### src/rtl/mem_arbiter.sv
// mem_arbiter: serialises CPU and debug-port accesses onto the single unified
// memory. One access at a time: IDLE picks an owner, ACC issues a one-cycle
// strobe and waits out the read latency, RESP returns a one-cycle ready pulse.
module mem_arbiter #(
   parameter int RD_LAT  = 1,   // memory cycles from strobe to valid mem_rddata (1..15)
   parameter int RR_MODE = 0    // 0: debug has fixed priority, 1: round-robin on ties
) (
   input  logic        clock,
   input  logic        reset,

   input  logic        cpu_req,
   input  logic        cpu_write,
   input  logic [31:0] cpu_addr,
   input  logic [3:0]  cpu_wrbits,
   input  logic [31:0] cpu_wrdata,
   output logic [31:0] cpu_rddata,
   output logic        cpu_ready,
   output logic        cpu_stall,

   input  logic        dbg_req,
   input  logic        dbg_write,
   input  logic [31:0] dbg_addr,
   input  logic [3:0]  dbg_wrbits,
   input  logic [31:0] dbg_wrdata,
   output logic [31:0] dbg_rddata,
   output logic        dbg_ready,

   output logic        cpu_gnt,
   output logic        dbg_gnt,

   output logic [31:0] mem_addr,
   output logic        mem_read,
   output logic        mem_write,
   output logic [3:0]  mem_wrbits,
   output logic [31:0] mem_wrdata,
   input  logic [31:0] mem_rddata
);

   typedef enum logic [1:0] {IDLE, ACC, RESP} state_t;

   // ACC lasts RD_LAT cycles; the counter starts one below so that the
   // cycle in which it reads zero is the last ACC cycle.
   localparam logic [3:0] CNT_INIT = 4'(RD_LAT - 1);

   state_t      state;
   logic [3:0]  cnt;
   logic        owner_dbg;     // 1: the debug port owns the current access
   logic        last_dbg;      // owner of the most recent grant, for round-robin
   logic        lat_write;     // latched direction of the current access

   logic        pick_dbg;
   logic        sel_write;
   logic [31:0] sel_addr;
   logic [3:0]  sel_wrbits;
   logic [31:0] sel_wrdata;

   // Owner selection for a grant in IDLE, and mux of the winner's request fields.
   always_comb begin
      pick_dbg = 1'b0;
      if (RR_MODE == 0) begin
         pick_dbg = dbg_req;
      end else begin
         // A lone requester wins; on a tie the one that was not served last wins.
         pick_dbg = dbg_req & (~cpu_req | ~last_dbg);
      end
      sel_write  = pick_dbg ? dbg_write  : cpu_write;
      sel_addr   = pick_dbg ? dbg_addr   : cpu_addr;
      sel_wrbits = pick_dbg ? dbg_wrbits : cpu_wrbits;
      sel_wrdata = pick_dbg ? dbg_wrdata : cpu_wrdata;
   end

   // Arbitration FSM; every output apart from cpu_stall is a register here.
   always_ff @(posedge clock or negedge reset) begin
      if (!reset) begin
         state      <= IDLE;
         cnt        <= 4'd0;
         owner_dbg  <= 1'b0;
         last_dbg   <= 1'b1;
         lat_write  <= 1'b0;
         cpu_gnt    <= 1'b0;
         dbg_gnt    <= 1'b0;
         cpu_ready  <= 1'b0;
         dbg_ready  <= 1'b0;
         cpu_rddata <= 32'd0;
         dbg_rddata <= 32'd0;
         mem_addr   <= 32'd0;
         mem_read   <= 1'b0;
         mem_write  <= 1'b0;
         mem_wrbits <= 4'd0;
         mem_wrdata <= 32'd0;
      end else begin
         // Strobes and ready are single-cycle pulses unless set below.
         cpu_ready <= 1'b0;
         dbg_ready <= 1'b0;
         mem_read  <= 1'b0;
         mem_write <= 1'b0;
         case (state)
            IDLE: begin
               if (cpu_req | dbg_req) begin
                  owner_dbg  <= pick_dbg;
                  last_dbg   <= pick_dbg;
                  cpu_gnt    <= ~pick_dbg;
                  dbg_gnt    <= pick_dbg;
                  lat_write  <= sel_write;
                  // The memory-side registers double as the transaction latch
                  // and keep their values after the access ends.
                  mem_addr   <= sel_addr;
                  mem_wrbits <= sel_write ? sel_wrbits : 4'd0;
                  mem_wrdata <= sel_wrdata;
                  mem_read   <= ~sel_write;
                  mem_write  <= sel_write;
                  cnt        <= CNT_INIT;
                  state      <= ACC;
               end
            end
            ACC: begin
               if (cnt == 4'd0) begin
                  if (!lat_write) begin
                     if (owner_dbg) dbg_rddata <= mem_rddata;
                     else           cpu_rddata <= mem_rddata;
                  end
                  if (owner_dbg) dbg_ready <= 1'b1;
                  else           cpu_ready <= 1'b1;
                  state <= RESP;
               end else begin
                  cnt <= cnt - 4'd1;
               end
            end
            RESP: begin
               cpu_gnt <= 1'b0;
               dbg_gnt <= 1'b0;
               state   <= IDLE;
            end
            default: state <= IDLE;
         endcase
      end
   end

   // Hold the CPU phase until its access has completed.
   assign cpu_stall = cpu_req & ~cpu_ready;

endmodule
### config.mk
export PLATFORM = sky130hd
export DESIGN_NAME = mem_arbiter
export DESIGN_NICKNAME = d
export VERILOG_FILES = /design/src/rtl/mem_arbiter.sv
export SDC_FILE = /design/constraint.sdc
export NUM_CORES = 1
export LEC_CHECK = 0
export CORE_ASPECT_RATIO = 1.4
export CORE_MARGIN = 2
export CORE_UTILIZATION = 35
export DETAILED_ROUTE_END_ITERATION = 7
export GPL_TIMING_DRIVEN = 0
export HOLD_SLACK_MARGIN = 0.02
export PLACE_DENSITY = 0.74
export SKIP_LAST_GASP = 1
export SYNTH_ARGS = -nofsm -noshare
export SYNTH_HDL_FRONTEND = slang
export SYNTH_SLANG_ARGS = --single-unit
### constraint.sdc
create_clock -name clock -period 5.65 [get_ports clock]
set_clock_uncertainty 0.05 [all_clocks]
set_input_delay 1.13 -clock clock [delete_from_list [all_inputs] [get_ports clock]]
set_output_delay 1.13 -clock clock [all_outputs]
set_load 0.01 [all_outputs]
==> flow_metrics.env <==
export IMPL_syn_avg_cell_area_um2=13.1
export IMPL_cts_hold_buf=0
export IMPL_rrSetupSlack_ps=3320
export IMPL_start_util=0.354
export IMPL_p_switching_mw=1.77
export IMPL_io_buffers=311
export IMPL_synth_seq_cells=146
export IMPL_fp_dieH_um=166
export IMPL_use_met1=0.226
export IMPL_grt_first_pass_wirelength_um=30100
export IMPL_worst_path_max_fanout=8
export IMPL_p_int_mw=3.70
export IMPL_p_sw_frac=0.323
export IMPL_globalRoute_busiestLayer="met2"
export IMPL_synth_common_cells="dfrtp_1 (146), o21ai_0 (131), mux2i_1 (67), mux2_4 (60), clkbuf_1 (27)"
export IMPL_synth_most_common_cell="dfrtp_1"
export IMPL_wl_um=18500
export IMPL_start_kind="primary input"
export IMPL_rsz0062_at_grt="no"
export IMPL_min_period_ps=3540
export IMPL_place_congestion=0.785
export IMPL_ant_nets=0
export IMPL_synth_ff_type="dfrtp_1"
export IMPL_clockBufferDepth=2
export IMPL_clk_pin_slew_ps=60
export IMPL_p_leak_nw=4.65
export IMPL_synth_edf_count=0
export IMPL_max_slew_margin=0.370
export IMPL_dieArea_mm2=0.0198
export IMPL_cts_buffers=17
export IMPL_seq_area_frac_synth=0.559
export IMPL_synth_top_area_share=0.559
export IMPL_yosys_warnings=0
export IMPL_grt_pass1_vias=5620
export IMPL_routedWlPerCell_um=17.0
export IMPL_yosys_area_share_adder=0.00383
export IMPL_synth_compound_area_share=0.117
export IMPL_use_met3=0.0618
export IMPL_final_max_slew_viol_count=0
export IMPL_grtUsageMet2=0.331
export IMPL_antenna_found_initial=1
export IMPL_first_pass_iters=6
export IMPL_drcViolationCount=0
export IMPL_hold_class="register to register"
export IMPL_max_cap_viol_count=0
export IMPL_yosysTopAreaCell="dfrtp_1"
export IMPL_fp_coreArea_mm2=0.0185
export IMPL_dpl_hpwl_um=14100
export IMPL_row_count=59
export IMPL_cp_required_ps=4470
export IMPL_worstSetupEndpointType="primary output"
export IMPL_via_count=5246
export IMPL_p_per_area_mw_per_mm2=518
export IMPL_viasPerCell=4.82
export IMPL_grt_usage=0.193
export IMPL_tritoncts="yes"
export IMPL_ctsResizeCount=0
export IMPL_synth_async_reset_ratio=1.00
export IMPL_finalHoldViolations=0
export IMPL_synth_xor_area_share=0.00134
export IMPL_synth_area_mux_share=0.251
export IMPL_syn_to_final_growth_pct=61.4
export IMPL_die_w_um=120
export IMPL_clock_sinks=146
export IMPL_grt_max_degree=75
export IMPL_fin_crit_sh=0.626
export IMPL_clkPwrFrac=0.200
export IMPL_syn_nets=677
export IMPL_cp_data_arrival_time_ps=2360
export IMPL_drive_above_1_share=0.137
export IMPL_clock_latency_ps=410
export IMPL_num_io_pins=313
export IMPL_run_status="finished, final reports clean"
export IMPL_overflow=0
export IMPL_critPathKind="primary input to primary output"
export IMPL_cts_setup_buffers=0
export IMPL_fin_util=0.572
export IMPL_detail_route_iter0_violations=182
export IMPL_synth_top_family_by_area="multiplexers"
export IMPL_setup_violations=0
export IMPL_power_frac_seq=0.334
export IMPL_worstMarginPinSlew_ps=941
export IMPL_h_tree_depth=4
export IMPL_fmax_ghz=0.283
export IMPL_synthTopCellsByArea="dfrtp_1 (56%), mux2_4 (14%), mux2i_1 (10%)"
export IMPL_cts_root_buffer="clkbuf_16"
export IMPL_final_nets=1008
export IMPL_total_power_mw=5.47
export IMPL_num_antenna_cells=0
export IMPL_p_comb_frac=0.466
export IMPL_postSynthCellCount=501
export IMPL_ir_drop_uv=188
export IMPL_yosys_area_share_simple=0.0258
export IMPL_synth_cell_type_count=32
export IMPL_synth_cell_area_mm2=0.00654
[final cells by class]
class                   count  area [µm²]
repair buffers            312        3140
plain buffers              39         260
multi-input cells         310        2610
flip-flops and latches    146        3650
inverters                   6        22.5
clock buffers              17         425
well taps                 244         305
fillers                  1578        7900
clock inverters            15         144
[power groups by stage]
stage,Combinational (mW),Clock (mW),Sequential (mW)
after floorplan,0.938,0,2.04
after global placement,2.54,0,1.81
after detailed placement,2.57,0,1.84
after CTS,2.58,1.12,1.83
after global routing,2.75,1.17,1.90
final,2.55,1.09,1.83
[through the flow]
stage               instance area (µm²)  hold WS (ps)  cells  TNS [ps]  setup slack, ps
floorplan                          6540           407    501         0             2840
global placement                   9960           422   1056   -358860            -2470
detailed placement                 9990           423   1057         0             2110
CTS                               10600           441   1089         0             2100
global route                      10600           465   1089         0             2050
finish                            10600           441   1089         0             2110
[sequential cells by signal, summed over array words and instances, names as in the netlist]
signal	flops
lat_write	1
state	2
mem_write	1
mem_read	1
mem_wrbits	4
cpu_rddata	32
dbg_ready	1
mem_wrdata	32
dbg_rddata	32
cnt	4
cpu_gnt	1
cpu_ready	1
dbg_gnt	1
owner_dbg	1
mem_addr	32
[cells in the final DEF (no fill, tap or decap), drive strengths merged, types with 2 or more instances in the layout]
master	n
nand3	4
nand2	5
nor3b	2
nor2	5
dfrtp	146
o2bb2ai	4
or2	3
o21ai	131
clkdlybuf4s50	310
mux2	66
a22oi	3
clkinvlp	3
a2bb2oi	2
clkinv	2
inv	15
mux2i	67
buf	14
nor3	3
clkbuf	44
a21oi	2
or4	3
ha	2
[worst paths after layout]
check | endpoint | startpoint | cells past startpoint
worst min register to register | mem_wrbits[1] | mem_wrbits[1] | 1
worst max-delay path | cpu_stall | cpu_req | 4
worst min-delay path | mem_wrbits[1] | mem_wrbits[1] | 1
max in group asynchronous | mem_wrdata[21] | reset | 2
worst max register to register | cpu_rddata[8] | cnt[1] | 7
min in group asynchronous | dbg_rddata[6] | reset | 1
[metal layers]
metal / vias to the layer above / part of all wire
met5: - / 0.00070
met4: 2 / 0.024
met3: 28 / 0.076
met2: 233 / 0.52
li1: 2467 / -
met1: 2516 / 0.38
[logic make-up after synthesis]
| family | after synthesis |
|---|---|
| multiplexers | 133 |
| adder cells (fa/ha/maj) | 2 |
| buffers and inverters | 45 |
| XOR/XNOR | 1 |
| AO/OA/AOI/OAI | 145 |
| flip-flops | 146 |
| AND/OR/NAND/NOR | 29 |
[worst max-delay path, stage by stage]
cell and delay (ps):
clkbuf_1 300, inv_1 200, nor2_1 150, clkdlybuf4s50_1 570
Power figures use the tool's default switching activity.
